[config.mk]
export PLATFORM = sky130hd
export DESIGN_NAME = ysyx_23060332_ifu
export DESIGN_NICKNAME = d
export VERILOG_FILES = /design/src/rtl/ysyx_23060332_ifu.sv
export SDC_FILE = /design/constraint.sdc
export NUM_CORES = 1
export LEC_CHECK = 0
export CAP_MARGIN = 20
export CORE_UTILIZATION = 30
export CTS_CLUSTER_SIZE = 8
export DETAILED_ROUTE_END_ITERATION = 16
export PLACE_DENSITY_LB_ADDON = 0.15
export REMOVE_ABC_BUFFERS = 1
export SLEW_MARGIN = 25
export SYNTH_ARGS = -nofsm -noshare
export SYNTH_HDL_FRONTEND = slang
export SYNTH_SLANG_ARGS = --single-unit
[constraint.sdc]
create_clock -name clk -period 3 [get_ports clk]
set_clock_uncertainty 0.2 [all_clocks]
set_input_delay 0.6 -clock clk [delete_from_list [all_inputs] [get_ports clk]]
set_output_delay 0.6 -clock clk [all_outputs]
set_load 0.01 [all_outputs]
[src/rtl/ysyx_23060332_ifu.sv]
// Instruction fetch unit: holds the PC, issues one req/gnt/rvalid fetch at a time and
// presents each word to decode over valid/ready. Optional: YSYX_23060332_IFU_MISALIGN_CHK_EN.
module ysyx_23060332_ifu #(
  parameter int unsigned              ADDR_W   = 32,
  parameter int unsigned              INST_W   = 32,
  parameter logic        [ADDR_W-1:0] RESET_PC = 32'h8000_0000
) (
  input  logic              clk,
  input  logic              rst,
  output logic              mem_req_o,
  output logic [ADDR_W-1:0] mem_addr_o,
  input  logic              mem_gnt_i,
  input  logic              mem_rvalid_i,
  input  logic [INST_W-1:0] mem_rdata_i,
  output logic              inst_valid_o,
  input  logic              inst_ready_i,
  output logic [INST_W-1:0] inst_o,
  output logic [ADDR_W-1:0] inst_addr_o,
  input  logic              jump_flag_i,
`ifdef YSYX_23060332_IFU_MISALIGN_CHK_EN
  input  logic [ADDR_W-1:0] jump_addr_i,
  output logic              misalign_o
`else
  input  logic [ADDR_W-1:0] jump_addr_i
`endif
);

  typedef enum logic [2:0] {StIdle, StReq, StWait, StValid, StHalt} state_e;

  state_e              r_state, w_state_d;
  logic [ADDR_W-1:0]   r_pc, w_pc_d;
  logic                r_drop, w_drop_d;
  logic [INST_W-1:0]   r_inst, w_inst_d;
  logic [ADDR_W-1:0]   r_inst_addr, w_inst_addr_d;
  logic [ADDR_W-1:0]   w_jump_tgt;

`ifdef YSYX_23060332_IFU_MISALIGN_CHK_EN
  logic w_jump_bad;
  assign w_jump_tgt = jump_addr_i;
  assign w_jump_bad = jump_flag_i && (jump_addr_i[1:0] != 2'b00);
`else
  // Without the checker a misaligned target is silently word-aligned.
  assign w_jump_tgt = {jump_addr_i[ADDR_W-1:2], 2'b00};
`endif

  always_comb begin
    w_state_d     = r_state;
    w_pc_d        = r_pc;
    w_drop_d      = r_drop;
    w_inst_d      = r_inst;
    w_inst_addr_d = r_inst_addr;
    unique case (r_state)
      StIdle: begin
        w_state_d = StReq;
        if (jump_flag_i) w_pc_d = w_jump_tgt;
      end
      StReq: begin
        if (mem_gnt_i) w_state_d = StWait;
        if (jump_flag_i) begin
          w_pc_d = w_jump_tgt;
          // Granted fetch is for the old PC; its response must be thrown away.
          if (mem_gnt_i) w_drop_d = 1'b1;
        end
      end
      StWait: begin
        if (jump_flag_i) w_pc_d = w_jump_tgt;
        if (mem_rvalid_i) begin
          if (r_drop || jump_flag_i) begin
            w_drop_d  = 1'b0;
            w_state_d = StReq;
          end else begin
            w_inst_d      = mem_rdata_i;
            w_inst_addr_d = r_pc;
            w_state_d     = StValid;
          end
        end else if (jump_flag_i) begin
          w_drop_d = 1'b1;
        end
      end
      StValid: begin
        if (jump_flag_i) begin
          w_pc_d    = w_jump_tgt;
          w_state_d = StReq;
        end else if (inst_ready_i) begin
          w_pc_d    = r_pc + ADDR_W'(4);
          w_state_d = StReq;
        end
      end
      StHalt: begin
        w_state_d = StHalt;
      end
      default: begin
        w_state_d = StIdle;
      end
    endcase
`ifdef YSYX_23060332_IFU_MISALIGN_CHK_EN
    if (w_jump_bad && (r_state != StHalt)) begin
      w_state_d = StHalt;
      w_drop_d  = 1'b0;
    end
`endif
  end

  always_ff @(posedge clk) begin
    if (rst) begin
      r_state     <= StIdle;
      r_pc        <= RESET_PC;
      r_drop      <= 1'b0;
      r_inst      <= '0;
      r_inst_addr <= '0;
    end else begin
      r_state     <= w_state_d;
      r_pc        <= w_pc_d;
      r_drop      <= w_drop_d;
      r_inst      <= w_inst_d;
      r_inst_addr <= w_inst_addr_d;
    end
  end

  assign mem_req_o    = (r_state == StReq);
  assign mem_addr_o   = mem_req_o ? r_pc : '0;
  assign inst_valid_o = (r_state == StValid);
  assign inst_o       = r_inst;
  assign inst_addr_o  = r_inst_addr;
`ifdef YSYX_23060332_IFU_MISALIGN_CHK_EN
  assign misalign_o   = (r_state == StHalt);
`endif

endmodule

==> flow_summary.yaml <==
status:
  status: "finished clean"
sta:
  finalHoldViolations: 0
  drv_slew: 0
  layout_min_cycle_time_ns: 2.79
  hold_ws_ns: 0.252
  final.period_utilization_pct: 92.9
  tns_ns: 0
  finalSetupViolCount: 0
  max-slew-margin-rel_pct: 55.7
  layout_setup_ws_ns: 0.213
  worst_pin_slew_ns: 0.658
  fmax_mhz: 359
  rsz0062_at_grt: "no"
placement:
  place_area_sq_um: 6390
  dp_hpwl_um: 10000
  numPortBuffers: 161
  placed_cells: 930
  dp_slack_ns: 0.213
  gp_congestion: 0.812
finish:
  fin_area_sq_um: 6680
  final_cell_mix: "161 x nand2_1, 160 x clkdlybuf4s50_1, 95 x dfxtp_1"
  syn_to_final_growth_pct: 43.3
  insertedDiodeCount: 0
  nNetsFinal: 824
  fill_cells: 1535
  drive_gt1_share_pct: 6.60
  stdcell_count: 946
  final_common_cell: "nand2_1"
synthesis:
  yosysSeqAreaShare_pct: 41.2
  synth_area_sq_um: 4660
  synth_cell_types: 58
  synth_seq_cells: 96
  syn_area_per_cell_sq_um: 7.53
  synth-edff-count: 0
  synth_top_flop_cell: "dfxtp_1"
  yosys_warnings: 0
  syn_inst: 619
  synthArstFlopShare_pct: 0
clock_tree:
  cts_setup_buffers: 0
  htree_levels: 3
  cts.path.max_buffers: 2
  cts_tree: "built"
  cts_num_sinks: 96
  clk_latency_ns: 0.34
  clkTransAtPathRegs_ns: 0.07
  numCtsBuffers: 9
  cts_root_buf: "clkbuf_16"
power_and_ir_drop:
  vdd.ir_drop.worst_mv: 0.240
  seq_power_share_pct: 48.0
  p_leak_nw: 2.31
  p_int_mw: 2.13
  clock_power_share_pct: 39.7
  power.switching_uw: 714
  switching_share_pct: 25.1
  p_per_area_nw_per_um2: 426
  pwr-share-comb_pct: 12.3
global_route:
  grt_remaining_overflow: 0
  grt_use_total_pct: 17.9
  grt_pass1_wl_um: 22700
  grt_max_degree: 46
  antenna_found_initial: 0
  grt_pass1_vias: 4383
route:
  wl_per_cell_um: 15.0
  drt_iter0_drc: 273
  dr.pass1.iters: 6
  wl_um: 14200
  via_per_inst: 5.03
  antenna_violating_nets_post_route: 0
  routed-via-count: 4760
  drc_errors: 0
setup_path:
  required_ns: 2.20
  endpoint_kind: "output pin"
  cp_max_fo: 16
  crit_buf_inv: 2
  max_stage_delay_ns: 0.55
  worstSetupStartpointType: "flop"
  crit_slowest_cell: "clkdlybuf4s50_1"
  r2r_start: "r_pc[2]"
  arrival_ns: 1.99
  crit_path_cell_trace: "nor3b_2 > buf_4 > and2_1 > clkdlybuf4s50_1"
  startpoint: "r_state[2]"
  crit_type: "reg2out"
  critPathTopFamily: "buffers and inverters"
min_path:
  hold_class: "reg2reg"
  hold_path_startpoint: "inst_addr_o[11]"
floorplanning:
  io_pins: 168
  core_sq_um: 15200
  num_rows: 45
  die_w_um: 127
  die_y_um: 127
  die_area_sq_um: 16000
  initial_core_util_pct: 30.7
run:
  maxCapViolations: 0
==> cell type report <==
cell class,instances,area (sq um),share of cell area (%)
flip-flops and latches,96,1920,28.8
clock inverters,4,26.3,0.393
inverters,5,18.8,0.281
well taps,188,235,3.52
repair buffers,179,1770,26.5
clock buffers,12,267,3.99
multi-input cells,462,2440,36.5
==> flip-flops by register name, indices dropped and copies added (netlist names) <==
| name | flops |
|---|---|
| inst_o | 32 |
| inst_addr_o | 30 |
| r_drop | 1 |
| r_pc | 30 |
| r_state | 3 |
==> synth_stat cells (6+ instances only) <==
master	instances	share of area (%)
o21ai_0	16	1.7
a31oi_1	7	0.94
clkbuf_1	43	3.5
nand4_1	11	1.5
o22ai_1	10	1.3
nand3_1	14	1.5
and2_1	33	4.4
nor2_1	18	1.4
mux2i_1	7	1.5
nor3_1	16	1.7
nand2_1	162	13
dfxtp_1	96	41
and3_1	9	1.2
buf_4	6	0.97
nor4_1	8	1.1
a21oi_1	85	9.1
==> cells by family (layout without fill, tap and decap cells) <==
group / after synthesis / in the layout / synth area share [%]
adders and majority gates: 1 / 1 / 0.268
xor gates and xnor gates: 1 / 1 / 0.188
AOI/OAI and AO/OA: 148 / 148 / 18.3
other: 1 / 4 / 0.0805
and+or+nand+nor: 300 / 300 / 31.1
muxes: 8 / 8 / 1.75
DFF: 96 / 96 / 41.2
buffers and inverters: 64 / 200 / 7.06
==> stage by stage <==
stage          utilization, %  power (mW)
5_1_grt                  43.9        3.00
3_3_place_gp             42.0        1.74
6_report                 43.9        2.85
4_1_cts                  43.9        2.89
2_1_floorplan               -        1.51
3_5_place_dp             42.0        1.75
==> metal layers <==
metal,wire (um),up-vias,track usage [%]
li1,-,2398,-
met1,6950,2187,24.7
met2,6320,162,28.0
met3,758,13,3.08
met4,181,0,6.38
met5,0,-,0
==> final timing paths <==
check               endpoint  slack, ns  cells after the start
max reg2reg         r_pc[28]       0.34                      6
min reg2reg  inst_addr_o[11]       0.25                      2
max           mem_addr_o[18]       0.21                      4
min          inst_addr_o[11]       0.25                      2
==> what timing repair did <==
item                       CTS  global route
resized for setup            0             1
hold buffers                 0             0
setup endpoints to repair    0             6
==> power groups by stage <==
| stage | clock network (mW) | logic, mW | registers (mW) |
|---|---|---|---|
| after floorplan | 0 | 0.135 | 1.38 |
| after global placement | 0 | 0.346 | 1.39 |
| after detailed placement | 0 | 0.350 | 1.40 |
| after CTS | 1.17 | 0.353 | 1.37 |
| after global routing | 1.24 | 0.384 | 1.37 |
| final | 1.13 | 0.350 | 1.37 |
==> worst min-delay path, delay by kind of cell, from the launching register on <==
kind / cells / cell delay (ns)
simple gates: 1 / 0.05
compound gates: 1 / 0.05
flops: 1 / 0.31
Power figures use the tool's default switching activity.
